`src/rtl/lif_pkg.sv`:
```
// Shared types, default constants and helper functions for the LIF neuron array.
package lif_pkg;

  typedef enum logic [1:0] {
    IDLE   = 2'd0,
    UPDATE = 2'd1,
    DONE   = 2'd2
  } state_e;

  localparam int DEF_WIDTH       = 8;
  localparam int DEF_NUM_NEURONS = 4;
  localparam int DEF_LEAK_SHIFT  = 3;
  localparam int DEF_BASE_THR    = 50;
  localparam int DEF_THR_INC     = 16;
  localparam int DEF_THR_MAX     = 240;
  localparam int DEF_REFRACTORY  = 2;

  // Ceiling log2, but never below one bit so zero-width vectors cannot appear.
  function automatic int clog2_min1(input int n);
    int r;
    r = 0;
    while ((1 << r) < n) r = r + 1;
    return (r < 1) ? 1 : r;
  endfunction

  // Unsigned add clamped to the largest value representable in w bits.
  function automatic logic [31:0] sat_add(input logic [31:0] a, input logic [31:0] b,
                                          input int unsigned w);
    logic [32:0] sum;
    logic [32:0] lim;
    sum = {1'b0, a} + {1'b0, b};
    lim = (33'd1 << w) - 33'd1;
    return (sum > lim) ? lim[31:0] : sum[31:0];
  endfunction

endpackage

```
`src/rtl/lif_update.sv`:
```
// Combinational single-neuron step: leak, integrate with saturation, fire,
// refractory countdown and adaptive threshold with cap and decay.
module lif_update
  import lif_pkg::*;
#(
  parameter int WIDTH      = DEF_WIDTH,
  parameter int LEAK_SHIFT = DEF_LEAK_SHIFT,
  parameter int BASE_THR   = DEF_BASE_THR,
  parameter int THR_INC    = DEF_THR_INC,
  parameter int THR_MAX    = DEF_THR_MAX,
  parameter int REFRACTORY = DEF_REFRACTORY,
  parameter int REF_W      = clog2_min1(REFRACTORY + 1)
) (
  input  logic [WIDTH-1:0] v_i,
  input  logic [WIDTH-1:0] thr_i,
  input  logic [REF_W-1:0] ref_i,
  input  logic [WIDTH-1:0] cur_i,
  output logic [WIDTH-1:0] v_o,
  output logic [WIDTH-1:0] thr_o,
  output logic [REF_W-1:0] ref_o,
  output logic             spike_o
);

  localparam logic [WIDTH:0]   THR_INC_W = (WIDTH + 1)'(THR_INC);
  localparam logic [WIDTH:0]   THR_MAX_W = (WIDTH + 1)'(THR_MAX);
  localparam logic [WIDTH-1:0] BASE_W    = WIDTH'(BASE_THR);
  localparam bit               THR_FIXED = (BASE_THR >= THR_MAX);

  logic [WIDTH-1:0] v_leak;
  logic [WIDTH-1:0] v_new;
  logic [WIDTH:0]   thr_up;
  logic [WIDTH-1:0] thr_capped;

  always_comb begin
    v_leak     = v_i - (v_i >> LEAK_SHIFT);
    v_new      = WIDTH'(sat_add(32'(v_leak), 32'(cur_i), WIDTH));
    thr_up     = {1'b0, thr_i} + THR_INC_W;
    thr_capped = (thr_up > THR_MAX_W) ? THR_MAX_W[WIDTH-1:0] : thr_up[WIDTH-1:0];

    v_o     = '0;
    ref_o   = '0;
    spike_o = 1'b0;
    thr_o   = thr_i;

    if (ref_i != '0) begin
      ref_o = ref_i - REF_W'(1);
    end else if (v_new >= thr_i) begin
      spike_o = 1'b1;
      ref_o   = REF_W'(REFRACTORY);
      thr_o   = thr_capped;
    end else begin
      v_o = v_new;
    end

    // Decay applies on every silent step, refractory steps included.
    if (!spike_o && (thr_i > BASE_W)) begin
      thr_o = thr_i - WIDTH'(1);
    end else begin
      thr_o = thr_o;
    end

    if (THR_FIXED) begin
      thr_o = BASE_W;
    end else begin
      thr_o = thr_o;
    end
  end

endmodule

```
`src/rtl/lif_array.sv`:
```
// Time-multiplexed array of LIF neurons sharing one lif_update datapath,
// with a valid/ready step request and a valid/ready spike result.
module lif_array
  import lif_pkg::*;
#(
  parameter int WIDTH       = DEF_WIDTH,
  parameter int NUM_NEURONS = DEF_NUM_NEURONS,
  parameter int LEAK_SHIFT  = DEF_LEAK_SHIFT,
  parameter int BASE_THR    = DEF_BASE_THR,
  parameter int THR_INC     = DEF_THR_INC,
  parameter int THR_MAX     = DEF_THR_MAX,
  parameter int REFRACTORY  = DEF_REFRACTORY,
  localparam int IDX_W      = clog2_min1(NUM_NEURONS)
) (
  input  logic                         clk,
  input  logic                         reset,
  input  logic                         step_valid,
  output logic                         step_ready,
  input  logic [NUM_NEURONS*WIDTH-1:0] currents,
  output logic                         spike_valid,
  input  logic                         spike_ready,
  output logic [NUM_NEURONS-1:0]       spikes,
  input  logic [IDX_W-1:0]             mon_idx,
  output logic [WIDTH-1:0]             mon_v,
  output logic [WIDTH-1:0]             mon_thr
);

  localparam int               REF_W    = clog2_min1(REFRACTORY + 1);
  localparam logic [IDX_W-1:0] LAST_IDX = IDX_W'(NUM_NEURONS - 1);

  state_e                       state_q;
  logic [IDX_W-1:0]             idx_q;
  logic [NUM_NEURONS*WIDTH-1:0] cur_q;
  logic [WIDTH-1:0]             v_q   [NUM_NEURONS];
  logic [WIDTH-1:0]             thr_q [NUM_NEURONS];
  logic [REF_W-1:0]             ref_q [NUM_NEURONS];
  logic [NUM_NEURONS-1:0]       acc_q;
  logic [NUM_NEURONS-1:0]       spikes_q;
  logic                         step_ready_q;
  logic                         spike_valid_q;
  logic [WIDTH-1:0]             mon_v_q;
  logic [WIDTH-1:0]             mon_thr_q;

  logic [WIDTH-1:0]       v_sel, thr_sel, cur_sel;
  logic [REF_W-1:0]       ref_sel;
  logic [WIDTH-1:0]       v_d, thr_d, mon_v_d, mon_thr_d;
  logic [REF_W-1:0]       ref_d;
  logic                   spike_d;
  logic [NUM_NEURONS-1:0] acc_d;

  always_comb begin
    v_sel   = v_q[idx_q];
    thr_sel = thr_q[idx_q];
    ref_sel = ref_q[idx_q];
    cur_sel = cur_q[idx_q*WIDTH +: WIDTH];
    acc_d   = acc_q;
    acc_d[idx_q] = spike_d;
    if (int'(mon_idx) < NUM_NEURONS) begin
      mon_v_d   = v_q[mon_idx];
      mon_thr_d = thr_q[mon_idx];
    end else begin
      mon_v_d   = '0;
      mon_thr_d = '0;
    end
  end

  lif_update #(
    .WIDTH      (WIDTH),
    .LEAK_SHIFT (LEAK_SHIFT),
    .BASE_THR   (BASE_THR),
    .THR_INC    (THR_INC),
    .THR_MAX    (THR_MAX),
    .REFRACTORY (REFRACTORY),
    .REF_W      (REF_W)
  ) u_update (
    .v_i     (v_sel),
    .thr_i   (thr_sel),
    .ref_i   (ref_sel),
    .cur_i   (cur_sel),
    .v_o     (v_d),
    .thr_o   (thr_d),
    .ref_o   (ref_d),
    .spike_o (spike_d)
  );

  always_ff @(posedge clk) begin
    if (reset) begin
      state_q       <= IDLE;
      idx_q         <= '0;
      cur_q         <= '0;
      acc_q         <= '0;
      spikes_q      <= '0;
      step_ready_q  <= 1'b1;
      spike_valid_q <= 1'b0;
      mon_v_q       <= '0;
      mon_thr_q     <= '0;
      for (int i = 0; i < NUM_NEURONS; i++) begin
        v_q[i]   <= '0;
        thr_q[i] <= WIDTH'(BASE_THR);
        ref_q[i] <= '0;
      end
    end else begin
      // Monitor reads stored state, so a neuron shows its new value the cycle after its write.
      mon_v_q   <= mon_v_d;
      mon_thr_q <= mon_thr_d;
      case (state_q)
        IDLE: begin
          if (step_valid) begin
            cur_q        <= currents;
            idx_q        <= '0;
            acc_q        <= '0;
            step_ready_q <= 1'b0;
            state_q      <= UPDATE;
          end
        end
        UPDATE: begin
          v_q[idx_q]   <= v_d;
          thr_q[idx_q] <= thr_d;
          ref_q[idx_q] <= ref_d;
          acc_q        <= acc_d;
          if (idx_q == LAST_IDX) begin
            spikes_q      <= acc_d;
            spike_valid_q <= 1'b1;
            state_q       <= DONE;
          end else begin
            idx_q <= idx_q + IDX_W'(1);
          end
        end
        DONE: begin
          if (spike_ready) begin
            spike_valid_q <= 1'b0;
            step_ready_q  <= 1'b1;
            state_q       <= IDLE;
          end
        end
        default: begin
          spike_valid_q <= 1'b0;
          step_ready_q  <= 1'b1;
          state_q       <= IDLE;
        end
      endcase
    end
  end

  assign step_ready  = step_ready_q;
  assign spike_valid = spike_valid_q;
  assign spikes      = spikes_q;
  assign mon_v       = mon_v_q;
  assign mon_thr     = mon_thr_q;

endmodule

```
`config.mk`:
```
export PLATFORM = sky130hd
export DESIGN_NAME = lif_array
export DESIGN_NICKNAME = d
export VERILOG_FILES = /design/src/rtl/lif_pkg.sv /design/src/rtl/lif_update.sv /design/src/rtl/lif_array.sv
export SDC_FILE = /design/constraint.sdc
export NUM_CORES = 1
export LEC_CHECK = 0
export ABC_AREA = 1
export BUFFER_PORTS_ARGS = -buffer_cell sky130_fd_sc_hd__buf_2
export CAP_MARGIN = 20
export CORE_MARGIN = 4
export CORE_UTILIZATION = 47
export CTS_BUF_LIST = sky130_fd_sc_hd__clkbuf_4 sky130_fd_sc_hd__clkbuf_8
export DETAILED_ROUTE_END_ITERATION = 12
export PLACE_DENSITY_LB_ADDON = 0.3
export SLEW_MARGIN = 10
export SYNTH_ARGS = -nofsm -noshare
export SYNTH_HDL_FRONTEND = slang
export SYNTH_SLANG_ARGS = --single-unit
```
`constraint.sdc`:
```
create_clock -name clk -period 5.6 [get_ports clk]
set_clock_uncertainty 0.1 [all_clocks]
set_input_delay 0.56 -clock clk [delete_from_list [all_inputs] [get_ports clk]]
set_output_delay 0.56 -clock clk [all_outputs]
set_load 0.03 [all_outputs]
```
# After elaboration in Yosys (flattened, before gate mapping)
# Memory sizes are Yosys's and may differ from the RTL's. A register that Yosys moved wholly into a read port is not among the register bits.
# Cells that the tools add are included.
# classes
shifts,1
muxes,49
n_bitwise,2
n_lt_le_gt_ge,6
addsub,6
reduce_logical,16
eq_ne,7
# ops
cell,n
$mux 8,9
$mux 2,17
$shiftx 32x6->8,1
$gt 9x8->1 const B,2
$reduce_or 8->1,2
$mux 1,15
$reduce_and 3->1,4
$add 8x5->9 const B,1
$add 8x8->9,1
$ge 8x8->1,1
$gt 8x6->1 const B,1
$ne 2x2->1 const B,4
$pmux 4 s2,1
$sub 8x1->8 const B,1
$sub 8x5->8,1
$pmux 1 s3,2
$pmux 2 s3,1
$reduce_and 2->1,3
$bwmux 4,1
$eq 2x2->1 const B,2
$mux 4,1
$pmux 2 s2,1
$reduce_bool 2->1,2
$lt 2x3->1 const B,1
10 further kinds,12
# word_totals
reg_bits,46
wordCells,97
ramBits,72
memories,3
input_bits,38
# mem_list
name,words,width,read_ports,rd_clocked_by_memory_dff,write_ports,line,text
thr_q,4,8,2,2,4,lif_array.sv:35,logic [WIDTH-1:0] thr_q [NUM_NEURONS];
v_q,4,8,2,2,4,lif_array.sv:34,logic [WIDTH-1:0] v_q [NUM_NEURONS];
ref_q,4,2,1,1,4,lif_array.sv:36,logic [REF_W-1:0] ref_q [NUM_NEURONS];

# Longest topological paths before layout
# depth
word_depth,11
mapped_depth,37
mapped_depth_nobuf,34

# Cells and area by module
# From an unflattened synthesis, not the netlist that was laid out.
# hier_totals
cells_unflattened,966
hier_area_um2,7444.6
# modules_own_cells
module,area_each_um2,seq_area_each_um2,cells_per_inst,instances
lif_array,6124.6,3423.3,748,1
lif_update,1320.0,0.0,218,1

# Worst setup path before layout
# No wires, ideal clock.
# synth_path
path_kind,register to register
startpoint,register with a tool-made name
endpoint,"memory thr_q[2][3] (netlist bit), data pin"
period_less_slack_ps,4830
required_time_ps,5243
setup_slack_ps,770
path_stages_with_launch,30
arrival_time_ps,4474
path_buffers,4
setup_time_ps,257
cell_sequence,dfxtp_1 > buf_6 > buf_6 > clkbuf_1 > o21ai_0 > o22ai_1 > ha_1 > inv_1 > fa_1 > a21oi_1 > o21bai_1 > nand2_1 > nand3_1 > xor2_1 > ha_1 > nand2_1 > nor2_1 > a211oi_1 > o21ai_0 > or2_2 > nand3_1 > ha_1 > a21oi_1 > o21a_1 > nand3_1 > nand2_2 > buf_4 > nand4_1 > nand3_2 > nor2_1
# synth_rtl
item,line
to (decl),lif_array.sv:35

==> flow_summary.json <==
{
  "numPortBuffers": 59,
  "ctsLongestPathBuffers": 2,
  "clk_pin_slew_ns": 0.08,
  "dr_total_vias": 6263,
  "cts_setup_buffers": 0,
  "cts_inserted_buffers": 17,
  "r2r-end": "thr_q[1][0]",
  "use_met2_pct": 32.7,
  "reg2reg_depth": 27,
  "min_period_ns": 5.18,
  "rows": 45,
  "hpwl_um": 12400,
  "area_growth_pct": 11.1,
  "ir_drop_mv": 0.172,
  "die_h_um": 133,
  "yosysWarnings": 0,
  "initial_core_util_pct": 48.3,
  "first_iter_violations": 588,
  "grt_pass1_wl_um": 29600,
  "wl_um": 18200,
  "postSynthAreaPerCell_um2": 8.15,
  "die_w_um": 133,
  "final_cell_count_no_fill": 1179,
  "place_ws_ns": 0.190,
  "ioPinCount": 60,
  "synth_edf_count": 72,
  "async_flop_share_pct": 0,
  "avgViaCountPerCell": 5.31,
  "clock_latency_ns": 0.46,
  "hold_slack_ns": 0.227,
  "hold_class": "in2reg",
  "busiest_layer": "met2",
  "syn-instance-count": 908,
  "utilization_pct": 53.7,
  "met3_usage_pct": 4.31,
  "gr-usage-met1_pct": 29.3,
  "max_freq_mhz": 193,
  "syn_area_um2": 7400,
  "crit_path_start_kind": "flop",
  "cts_max_level": 4,
  "outcome": "finished clean",
  "ff2ff_setup_slack_ns": 0.42,
  "dieArea_um2": 17800,
  "cpMaxStageDelayCell": "dfxtp_2",
  "min_period_over_period_pct": 92.5,
  "rsz0062_at_grt": "no",
  "drv_slew": 0,
  "syn-num-nets": 980,
  "core_area_um2": 15300,
  "setup_viol": 0,
  "cts_sinks": 135,
  "fin_setup_tns_ns": 0,
  "end_kind": "flop",
  "setup_slack_ns": 0.418,
  "cts_tree": "built",
  "ys_ff_latch": 135,
  "place_inst": 1147,
  "synth_cell_type_count": 47,
  "worst_pin_slew_ns": 0.984,
  "avgRoutedWirePerCell_um": 15.5,
  "first_pass_iters": 5,
  "grt_pass1_vias": 5773,
  "synth_ff_type": "edfxtp_1",
  "drc": 0,
  "antenna_found_initial": 0,
  "overflow": 0,
  "finalHoldViolCount": 0,
  "p_leak_uw": 0.00357,
  "endpoint": "thr_q[1][0]",
  "diodes": 0,
  "finalNetCount": 1027,
  "drive_gt1_share_pct": 16.5,
  "path_max_fanout": 37,
  "drt.antenna.violating_nets": 0,
  "cp_slowest_stage_delay_ns": 0.56,
  "cp.arrival_ns": 5.28,
  "grt_usage_pct": 21.0,
  "place_congestion": 0.962,
  "path_class": "reg2reg",
  "drv_cap": 0,
  "root_buffer": "clkbuf_8",
  "grt_max_degree": 38,
  "slew_headroom_pct": 34.3,
  "synth_seq_area_share_pct": 46.3,
  "cp.required_ns": 5.70,
  "power_density_nw_per_um2": 387
}
[power by group]
part | leakage, µW | internal [µW] | switching, µW
registers | 0.00123 | 1120 | 35.0
logic | 0.00215 | 415 | 814
clock network | 0.000195 | 415 | 384
[synth_stat cells (3+ instances only)]
| library cell | instances | area [µm²] |
|---|---|---|
| a21oi_1 | 59 | 295 |
| nand2_1 | 130 | 488 |
| o21bai_1 | 6 | 45.0 |
| nor2_2 | 5 | 31.3 |
| dfxtp_1 | 63 | 1260 |
| a211oi_1 | 3 | 22.5 |
| o21ai_0 | 89 | 445 |
| xnor2_1 | 3 | 26.3 |
| inv_2 | 12 | 45.0 |
| nand2_2 | 12 | 75.1 |
| edfxtp_1 | 72 | 2160 |
| inv_1 | 69 | 259 |
| ha_1 | 32 | 400 |
| buf_2 | 6 | 30.0 |
| nor2_4 | 3 | 33.8 |
| xor2_1 | 12 | 105 |
| nor2_1 | 194 | 728 |
| nand2_4 | 5 | 56.3 |
| nor3_1 | 5 | 25.0 |
| clkbuf_1 | 26 | 97.6 |
| nand4_1 | 8 | 50.1 |
| o22ai_1 | 10 | 62.6 |
| nand3_1 | 38 | 190 |
| nand3_2 | 11 | 110 |
| buf_6 | 6 | 67.6 |
| a2bb2oi_1 | 3 | 26.3 |
[cells by family after synthesis]
kind of cell | count (synthesis) | synth area share (%)
fa+ha+maj | 34 | 5.95
compound gates | 181 | 13.4
flops | 135 | 46.3
xor+xnor | 15 | 1.78
buf+inv | 125 | 7.36
simple gates | 418 | 25.3
[metal layers]
| metal | vias to the layer above | wire length [µm] | part of all wire, % |
|---|---|---|---|
| met3 | 20 | 1450 | 7.9 |
| met1 | 2858 | 8330 | 46 |
| met4 | 0 | 239 | 1.3 |
| met5 | - | 0 | 0 |
| met2 | 274 | 8210 | 45 |
| li1 | 3111 | - | - |
[cell usage in the layout, fill, tap and decap left out, drive strengths merged, types with 8 or more instances in the layout]
master / netlist / routed
edfxtp: 72 / 72
clkinv: 2 / 10
buf: 15 / 69
clkbuf: 26 / 20
nand4: 8 / 8
xor2: 12 / 12
nand3: 51 / 51
ha: 32 / 32
nor2: 202 / 202
o21ai: 91 / 91
o22ai: 10 / 10
nand2: 147 / 147
a21oi: 59 / 59
inv: 82 / 81
dfxtp: 63 / 63
[per-stage QoR]
step | area (µm²) | total power, µW
floorplan | 7400 | 2120
detailed placement | 7820 | 2370
global route | 8220 | 3410
CTS | 8210 | 3170
global placement | 7820 | 2360
finish | 8220 | 3180
[registers in the layout, summed over array words and instances, names as in the netlist, named ones only]
name and cells:
cur_q 32, mon_thr 8, mon_v 8, spike_valid 1, spikes 4, step_ready 1
thr_q 32, state_q 2, idx_q 2, v_q 32, acc_q 3, ref_q 8
[area by class of cell]
cell class / count / area, µm²
Sequential cell: 135 / 3420
Fill cell: 1465 / 7090
Multi-Input combinational cell: 648 / 3440
Tap cell: 211 / 264
Clock buffer: 20 / 263
Timing Repair Buffer: 69 / 370
Clock inverter: 12 / 129
Inverter: 84 / 328
[worst max-delay path, delay by kind of cell (launching register included)]
family	cells	cell delay, ns
compound gates	8	1.19
xor+xnor	1	0.14
fa+ha+maj	4	1.13
buf+inv	3	0.37
flops	1	0.56
simple gates	11	1.43
[worst min path at each step]
stage | from | to | slack (ns) | cells past startpoint
floorplan | acc_q[0] | acc_q[0] | 0.34 | 2
global placement | acc_q[0] | acc_q[0] | 0.36 | 2
detailed placement | acc_q[0] | acc_q[0] | 0.36 | 2
CTS | currents[1] | cur_q[1] | 0.20 | 3
global route | currents[19] | cur_q[19] | 0.22 | 3
finish | currents[1] | cur_q[1] | 0.23 | 3
[timing repair]
item,CTS,global route
setup endpoints to repair,0,48
resized for setup,0,4
hold buffers,0,0
(Power assumes the default switching activity.)
